File: config.mk
export PLATFORM = sky130hd
export DESIGN_NAME = decoder_scan_driver_flat
export DESIGN_NICKNAME = d
export VERILOG_FILES = /design/src/rtl/decoder_scan_driver_pkg.sv /design/src/rtl/decoder_scan_driver_if.sv /design/src/rtl/decoder_scan_driver.sv /design/src/flat_wrapper.sv
export SDC_FILE = /design/constraint.sdc
export NUM_CORES = 1
export LEC_CHECK = 0
export BUFFER_PORTS_ARGS = -buffer_cell sky130_fd_sc_hd__buf_4
export CORE_AREA = 5 5 42 44
export DETAILED_ROUTE_END_ITERATION = 16
export DIE_AREA = 0 0 47 49
export PLACE_DENSITY = 0.72
export SLEW_MARGIN = 30
export SYNTH_ARGS = -nofsm -noshare
export SYNTH_HDL_FRONTEND = slang
export SYNTH_SLANG_ARGS = --single-unit
export TNS_END_PERCENT = 20
File: constraint.sdc
create_clock -name clk -period 1.5 [get_ports clk]
set_input_delay 0.15 -clock clk [delete_from_list [all_inputs] [get_ports clk]]
set_output_delay 0.15 -clock clk [all_outputs]
set_load 0.005 [all_outputs]
File: src/rtl/decoder_scan_driver_pkg.sv
// Shared types and helpers for the decoder scan driver: FSM states, slot count
// and the sizing rule for the dwell counter.
package scan_pkg;

  localparam int NUM_SLOTS = 4;

  typedef enum logic [1:0] {
    ST_IDLE   = 2'd0,
    ST_BLANK  = 2'd1,
    ST_ACTIVE = 2'd2
  } state_t;

  // One counter serves both dwell phases, so it must hold the larger length.
  function automatic int cnt_width(input int prescale, input int blank);
    int longest;
    longest = (prescale > blank) ? prescale : blank;
    return (longest < 1) ? 1 : $clog2(longest + 1);
  endfunction

endpackage

File: src/rtl/decoder_scan_driver_if.sv
// Control and select/enable bundle between the scan driver and its consumer
// (the integrating module that also feeds decoder_2_4).
interface decoder_scan_driver_if;
  import scan_pkg::*;

  logic                 run;
  logic [NUM_SLOTS-1:0] mask;
  logic [1:0]           s;
  logic                 en;
  logic                 frame;
  logic                 busy;

  modport master (
    input  run, mask,
    output s, en, frame, busy
  );

  modport slave (
    output run, mask,
    input  s, en, frame, busy
  );

endinterface

File: src/rtl/decoder_scan_driver.sv
// Steps a 2-bit decoder select through all four slots, with blanking cycles
// before each slot so the select never moves while enable is high.
module decoder_scan_driver
  import scan_pkg::*;
#(
  parameter int PRESCALE = 4,
  parameter int BLANK    = 1
) (
  input  logic                  clk,
  input  logic                  rst,
  decoder_scan_driver_if.master bus
);

  localparam int             CW       = cnt_width(PRESCALE, BLANK);
  localparam bit             NO_BLANK = (BLANK == 0);
  localparam logic [CW-1:0]  LAST_ACT = CW'(PRESCALE - 1);
  localparam logic [CW-1:0]  LAST_BLK = NO_BLANK ? '0 : CW'(BLANK - 1);

  state_t        state, state_n;
  logic [CW-1:0] cnt, cnt_n;
  logic [1:0]    s_q, s_n, s_inc;
  logic          en_q, en_n;
  logic          frame_q, frame_n;
  logic          busy_q, busy_n;

  always_ff @(posedge clk or posedge rst) begin
    if (rst) begin
      state   <= ST_IDLE;
      cnt     <= '0;
      s_q     <= '0;
      en_q    <= 1'b0;
      frame_q <= 1'b0;
      busy_q  <= 1'b0;
    end else begin
      state   <= state_n;
      cnt     <= cnt_n;
      s_q     <= s_n;
      en_q    <= en_n;
      frame_q <= frame_n;
      busy_q  <= busy_n;
    end
  end

  // Outputs are computed one cycle ahead and registered, so en for the next
  // cycle is derived from the mask bit of the slot that cycle will belong to.
  always_comb begin
    state_n = state;
    cnt_n   = cnt;
    s_n     = s_q;
    s_inc   = s_q + 2'd1;
    en_n    = 1'b0;
    frame_n = 1'b0;
    busy_n  = busy_q;

    unique case (state)
      ST_IDLE: begin
        s_n    = '0;
        cnt_n  = '0;
        busy_n = 1'b0;
        if (bus.run) begin
          busy_n  = 1'b1;
          frame_n = 1'b1;
          if (NO_BLANK) begin
            state_n = ST_ACTIVE;
            en_n    = ~bus.mask[0];
          end else begin
            state_n = ST_BLANK;
          end
        end
      end

      ST_BLANK: begin
        if (cnt == LAST_BLK) begin
          cnt_n   = '0;
          state_n = ST_ACTIVE;
          en_n    = ~bus.mask[s_q];
        end else begin
          cnt_n = cnt + CW'(1);
        end
      end

      ST_ACTIVE: begin
        if (cnt == LAST_ACT) begin
          cnt_n = '0;
          if (bus.run) begin
            s_n     = s_inc;
            frame_n = (s_q == 2'b11);
            if (NO_BLANK) begin
              en_n = ~bus.mask[s_inc];
            end else begin
              state_n = ST_BLANK;
            end
          end else begin
            state_n = ST_IDLE;
            s_n     = '0;
            busy_n  = 1'b0;
          end
        end else begin
          cnt_n = cnt + CW'(1);
          en_n  = ~bus.mask[s_q];
        end
      end

      default: begin
        state_n = ST_IDLE;
        s_n     = '0;
        cnt_n   = '0;
        busy_n  = 1'b0;
      end
    endcase
  end

  assign bus.s     = s_q;
  assign bus.en    = en_q;
  assign bus.frame = frame_q;
  assign bus.busy  = busy_q;

endmodule

File: src/flat_wrapper.sv
// flat-port wrapper written by rule: the top's interface ports become plain ports
module decoder_scan_driver_flat import scan_pkg::*;
#(
  parameter int PRESCALE = 4,
  parameter int BLANK    = 1
)
  (clk, rst, bus_run, bus_mask, bus_s, bus_en, bus_frame, bus_busy);
  decoder_scan_driver_if bus_i ();
  input  logic clk;
  input  logic rst;
  input wire logic [$bits(bus_i.run)-1:0] bus_run;
  input wire logic [$bits(bus_i.mask)-1:0] bus_mask;
  output wire logic [$bits(bus_i.s)-1:0] bus_s;
  output wire logic [$bits(bus_i.en)-1:0] bus_en;
  output wire logic [$bits(bus_i.frame)-1:0] bus_frame;
  output wire logic [$bits(bus_i.busy)-1:0] bus_busy;
  assign bus_i.run = bus_run;
  assign bus_i.mask = bus_mask;
  assign bus_s = bus_i.s;
  assign bus_en = bus_i.en;
  assign bus_frame = bus_i.frame;
  assign bus_busy = bus_i.busy;
  decoder_scan_driver #(.PRESCALE(PRESCALE), .BLANK(BLANK)) u_core (.clk(clk), .rst(rst), .bus(bus_i));
endmodule
# [Word-level counts from Yosys, hierarchy flattened]
# Index checks and enable logic that the tools add are counted.
[word_totals] reg_bits=10 in_bits=7 out_inout_bits=5
[classes] n_addsub=2 order_cmp=1 eq_ne=8 n_mux=23 bitwise_logic=2 n_reduce_logical=5
[op_table] operator="$mux 2" count=5
[op_table] operator="$mux 1" count=9
[op_table] operator="$mux 3" count=2
[op_table] operator="$pmux 2 s3" count=1
[op_table] operator="$pmux 3 s2" count=1
[op_table] operator="$reduce_and 3->1" count=2
[op_table] operator="$eq 2x2->1 const B" count=2
[op_table] operator="$ne 2x1->1 const B" count=2
[op_table] operator="$ne 2x2->1 const B" count=2
[op_table] operator="$pmux 1 s2" count=2
[op_table] operator="$pmux 2 s2" count=1
[op_table] operator="$add 3x1->3 const B" count=1
[op_table] operator="$eq 3x2->1 const B" count=1
[op_table] operator="$logic_not 3->1" count=1
[op_table] operator="$lt 2x3->1 const B" count=1
[op_table] operator="$pmux 1 s3" count=1
[op_table] operator="$add 2x1->2 const B" count=1
[op_table] operator="$bmux 1 s2" count=1
[op_table] operator="$eq 2x1->1 const B" count=1
[op_table] operator="$logic_not 2->1" count=1
[op_table] operator="$not 1->1" count=2
[op_table] operator="$reduce_and 2->1" count=1

# [Longest topological paths before layout]
[depth] ltp_word=5 ltp_mapped=6

# [Least setup slack after synthesis]
# Ideal clock, no wire load.
[synth_path] path_type="reg2reg" startpoint="register u_core.state[1]" endpoint="register u_core.busy_q, in the netlist u_core.bus.busy" setup_ns=0.130 arrival_time_ns=1.152 required_time_ns=1.370 path_slack_ns=0.219 path_stages_with_launch=7 period_less_slack_ns=1.281 path_cell_list="dfrtp_1 > inv_1 > ha_1 > clkbuf_1 > nor2_1 > a22oi_1 > o22ai_1"
[synth_via] elab_chain_len=3
[synth_rtl] element="start, declared" line_no="decoder_scan_driver.sv:19" text="state_t state, state_n;"
[synth_rtl] element="start signal, assigned" line_no="decoder_scan_driver.sv:35" text="state <= state_n;"
[synth_rtl] element="$eq 2x2->1 / $eq 2x1->1 (equally long branches)" line_no="decoder_scan_driver.sv:55" text="unique case (state)"
[synth_rtl] element="$ne 2x2->1 (no line), or another cell as far along"
[synth_rtl] element="$reduce_and 3->1 (no line)"
[synth_rtl] element="end signal, assigned" line_no="decoder_scan_driver.sv:40" text="busy_q <= busy_n;"
[synth_rtl] element="end, declared" line_no="decoder_scan_driver.sv:24" text="logic busy_q, busy_n;"
# Several ways; a longest one is shown, not always the timed one.
# A chain may end at the register's enable or synchronous reset.

# [Worst setup path in the final report]
[layout_path] startpoint="register u_core.state[0]" endpoint="register u_core.state[1]"
[layout_via] elab_chain_len=3
[layout_rtl] element="$eq 2x2->1, or another cell as far along" line_no="decoder_scan_driver.sv:55"
[layout_rtl] element="$ne 2x1->1 (no line) / $ne 2x2->1 (equally long branches)"
[layout_rtl] element="$reduce_and 3->1 (no line)"
# Several ways; a longest one is shown, not always the timed one.

==> summary.md <==
| Metric | Value |
|---|---|
| Run status | `finished, final reports clean` |
| Syn Inst Count | `65` |
| Remaining Overflow, GRT | `0` |
| Peak supply drop | `0.798 mV` |
| Std cell rows | `14` |
| Cell Area, Placed | `728 um^2` |
| # setup viols final | `0` |
| EDFF count, synth | `0` |
| Gp weighted congestion | `0.786` |
| # H-tree levels | `1` |
| Slew @ Worst Pin | `0.385 ns` |
| Share of layout cells above drive strength 1 | `24.1%` |
| Skew final | `0.00614 ns` |
| CTS buffer count | `3` |
| Data required, critical path | `1.70 ns` |
| Layout area overhead | `22.5%` |
| Worst hold path type | `in2reg` |
| Drt drc | `0` |
| CTS tree | `done` |
| Pleak | `0.384 nW` |
| Hold WS | `0.160 ns` |
| CP endpoint | `u_core.state[1]` |
| Syn nets | `81` |
| First-pass GRT wire length | `2.13 mm` |
| Post-Syn Area | `634 um^2` |
| Worst skew pair latency | `0.28 ns` |
| FF+latch count, synth | `10` |
| Pre-Repair DR Iteration Count | `2` |
| Clk slew on worst S/H paths | `0.07 ns` |
| Die Width | `47 um` |
| End-of-flow core utilization | `55.4%` |
| GRT Total Usage | `13.0%` |
| Synth Flop Type | `dfrtp_1` |
| Worst Setup Start Kind | `flop` |
| Post-DR vias/cell | `5.21` |
| Largest cells by area after synthesis | `dfrtp_1, ha_1, inv_1` |
| Hold Vio Cnt, Final | `0` |
| Die ar. | `2300 um^2` |
| Die H | `49 um` |
| Worst reg2reg path depth | `5` |
| Clock Tree Root | `clkbuf_4` |
| Largest net degree at the start of global routing | `13` |
| Vias in the first global route | `510` |
| Seq/Total Area, Yosys | `39.4%` |
| Worst Slack Setup Final | `0.157 ns` |
| PwrDens | `1580 nW/um^2` |
| Kind of critical path | `reg2reg` |
| Clk sinks | `10` |
| Crit-path cells | `inv_1 > ha_1 > nor2b_1 > a221oi_2 > a2bb2oi_1` |
| Detail Route Antenna Nets | `0` |
| Routed wire per std cell | `12.6 um` |
| Max Cap Viol | `0` |
| Design area | `777 um^2` |
| CP max FO | `4` |
| Crit path from | `u_core.state[0]` |
| Synth warn | `0` |
| Flop2flop setup slack | `0.16 ns` |
| Detail Placement HPWL | `966 um` |
| Clock tree buffer depth | `2` |
| Nets | `96` |
| Post-Layout Cell Count | `95` |
| Initial drt markers | `4` |
| I/O pins | `12` |
| Worst slack, placed | `0.107 ns` |
| Post-placement cell count | `90` |
| Tmin final | `1.34 ns` |
| Slew HR | `74.3%` |
| Crit path largest cell delay | `0.38 ns` |
| Leading area contributor after synthesis | `dfrtp_1` |
| RSZ-0062 raised after global routing | `false` |
| Via count | `495` |
| Avg Inst Size Synth | `9.76 um^2` |
| FF-to-FF Start | `u_core.state[0]` |
| CP max stage cell | `dfrtp_1` |
| Total Wirelength | `1.20 mm` |
| Final worst path period share | `89.6%` |
| Pins over their slew limit | `0` |
| Initial antenna violation count | `0` |
| CP Capture Type | `flop` |
| Async SR Flop Fraction | `100%` |
| Total Power | `1.23 mW` |
| Commonest cells post-synth | `dfrtp_1, inv_1, ha_1, nor2_1, nand2_1` |
| FF-to-FF End | `u_core.state[1]` |
| Initial Utilization | `45.3%` |
| Yosys cell types | `24` |
| Max frequency | `744 MHz` |
| CP arrival | `1.54 ns` |
| Synth top area share | `39.4%` |
| Final setup TNS | `0 ns` |
| Core area | `1400 um^2` |
| IO buf count | `11` |
| N_diodes | `0` |
## power breakdown
group | total (mW) | leakage, nW | internal [mW] | switching, mW
logic | 0.579 | 0.229 | 0.255 | 0.324
registers | 0.399 | 0.134 | 0.344 | 0.0554
clock network | 0.253 | 0.0210 | 0.148 | 0.105
## worst min-delay path by stage
stage,from,end,slack (ns),cells after the start
4_1_cts,bus_run,u_core.bus.frame,0.16,3
6_report,bus_run,u_core.bus.frame,0.16,3
5_1_grt,bus_run,u_core.bus.frame,0.18,3
2_1_floorplan,rst,u_core.bus.busy,-0.01,1
3_5_place_dp,rst,u_core.bus.en,0.16,2
3_3_place_gp,rst,u_core.bus.en,0.15,2
## layer usage
layer / GRT usage (%) / share of wire, %
met2: 18.6 / 48
met3: 3.32 / 6.9
met4: 8.29 / 3.5
met1: 16.8 / 42
met5: 0 / 0
## registers in the layout, summed over array words and instances (netlist names)
name / flops
u_core.bus.busy: 1
u_core.bus.en: 1
u_core.bus.frame: 1
u_core.bus.s: 2
u_core.cnt: 3
u_core.state: 2
## final cells by class
type	instances	area (um^2)
clock buffer	4	36.3
timing repair buffer	12	92.6
fill	134	624
sequential	10	250
inverter	10	37.5
multi-input combinational	43	340
tap	16	20.0
## cell families (layout without fill, tap and decap cells)
family,after synthesis,after routing,synth area share [%]
AOI/OAI and AO/OA,11,11,13.8
adders and majority gates,9,9,17.8
buffers and inverters,12,26,7.30
DFF,10,10,39.4
muxes,1,1,3.55
and+or+nand+nor,22,22,18.1
## worst max-delay path: cells and delay by family (launching register included)
kind	cells	cell delay (ns)
DFF	1	0.38
AOI/OAI and AO/OA	2	0.39
adders and majority gates	1	0.24
and+or+nand+nor	1	0.16
buffers and inverters	1	0.09
## what timing repair did
| item | 4_1_cts | 5_1_grt |
|---|---|---|
| hold buffers | 1 | 0 |
| endpoints found under the hold margin | 10 | 0 |
| setup buffers | 0 | 0 |
| endpoints found under the setup margin | 0 | 3 |
| gates resized for setup | 0 | 1 |
## cell usage in the layout (no fill, tap or decap), types with 2 or more instances in the layout
cell type / instances
nor2b_1: 3
buf_4: 11
ha_1: 8
nand2_1: 4
a22oi_1: 2
inv_1: 10
nand3b_1: 2
nand3_1: 2
a21oi_1: 2
clkbuf_4: 3
nor2_1: 5
nand2b_1: 2
nor3_1: 2
dfrtp_1: 10
Note: power is estimated with default switching activity, not from simulation.
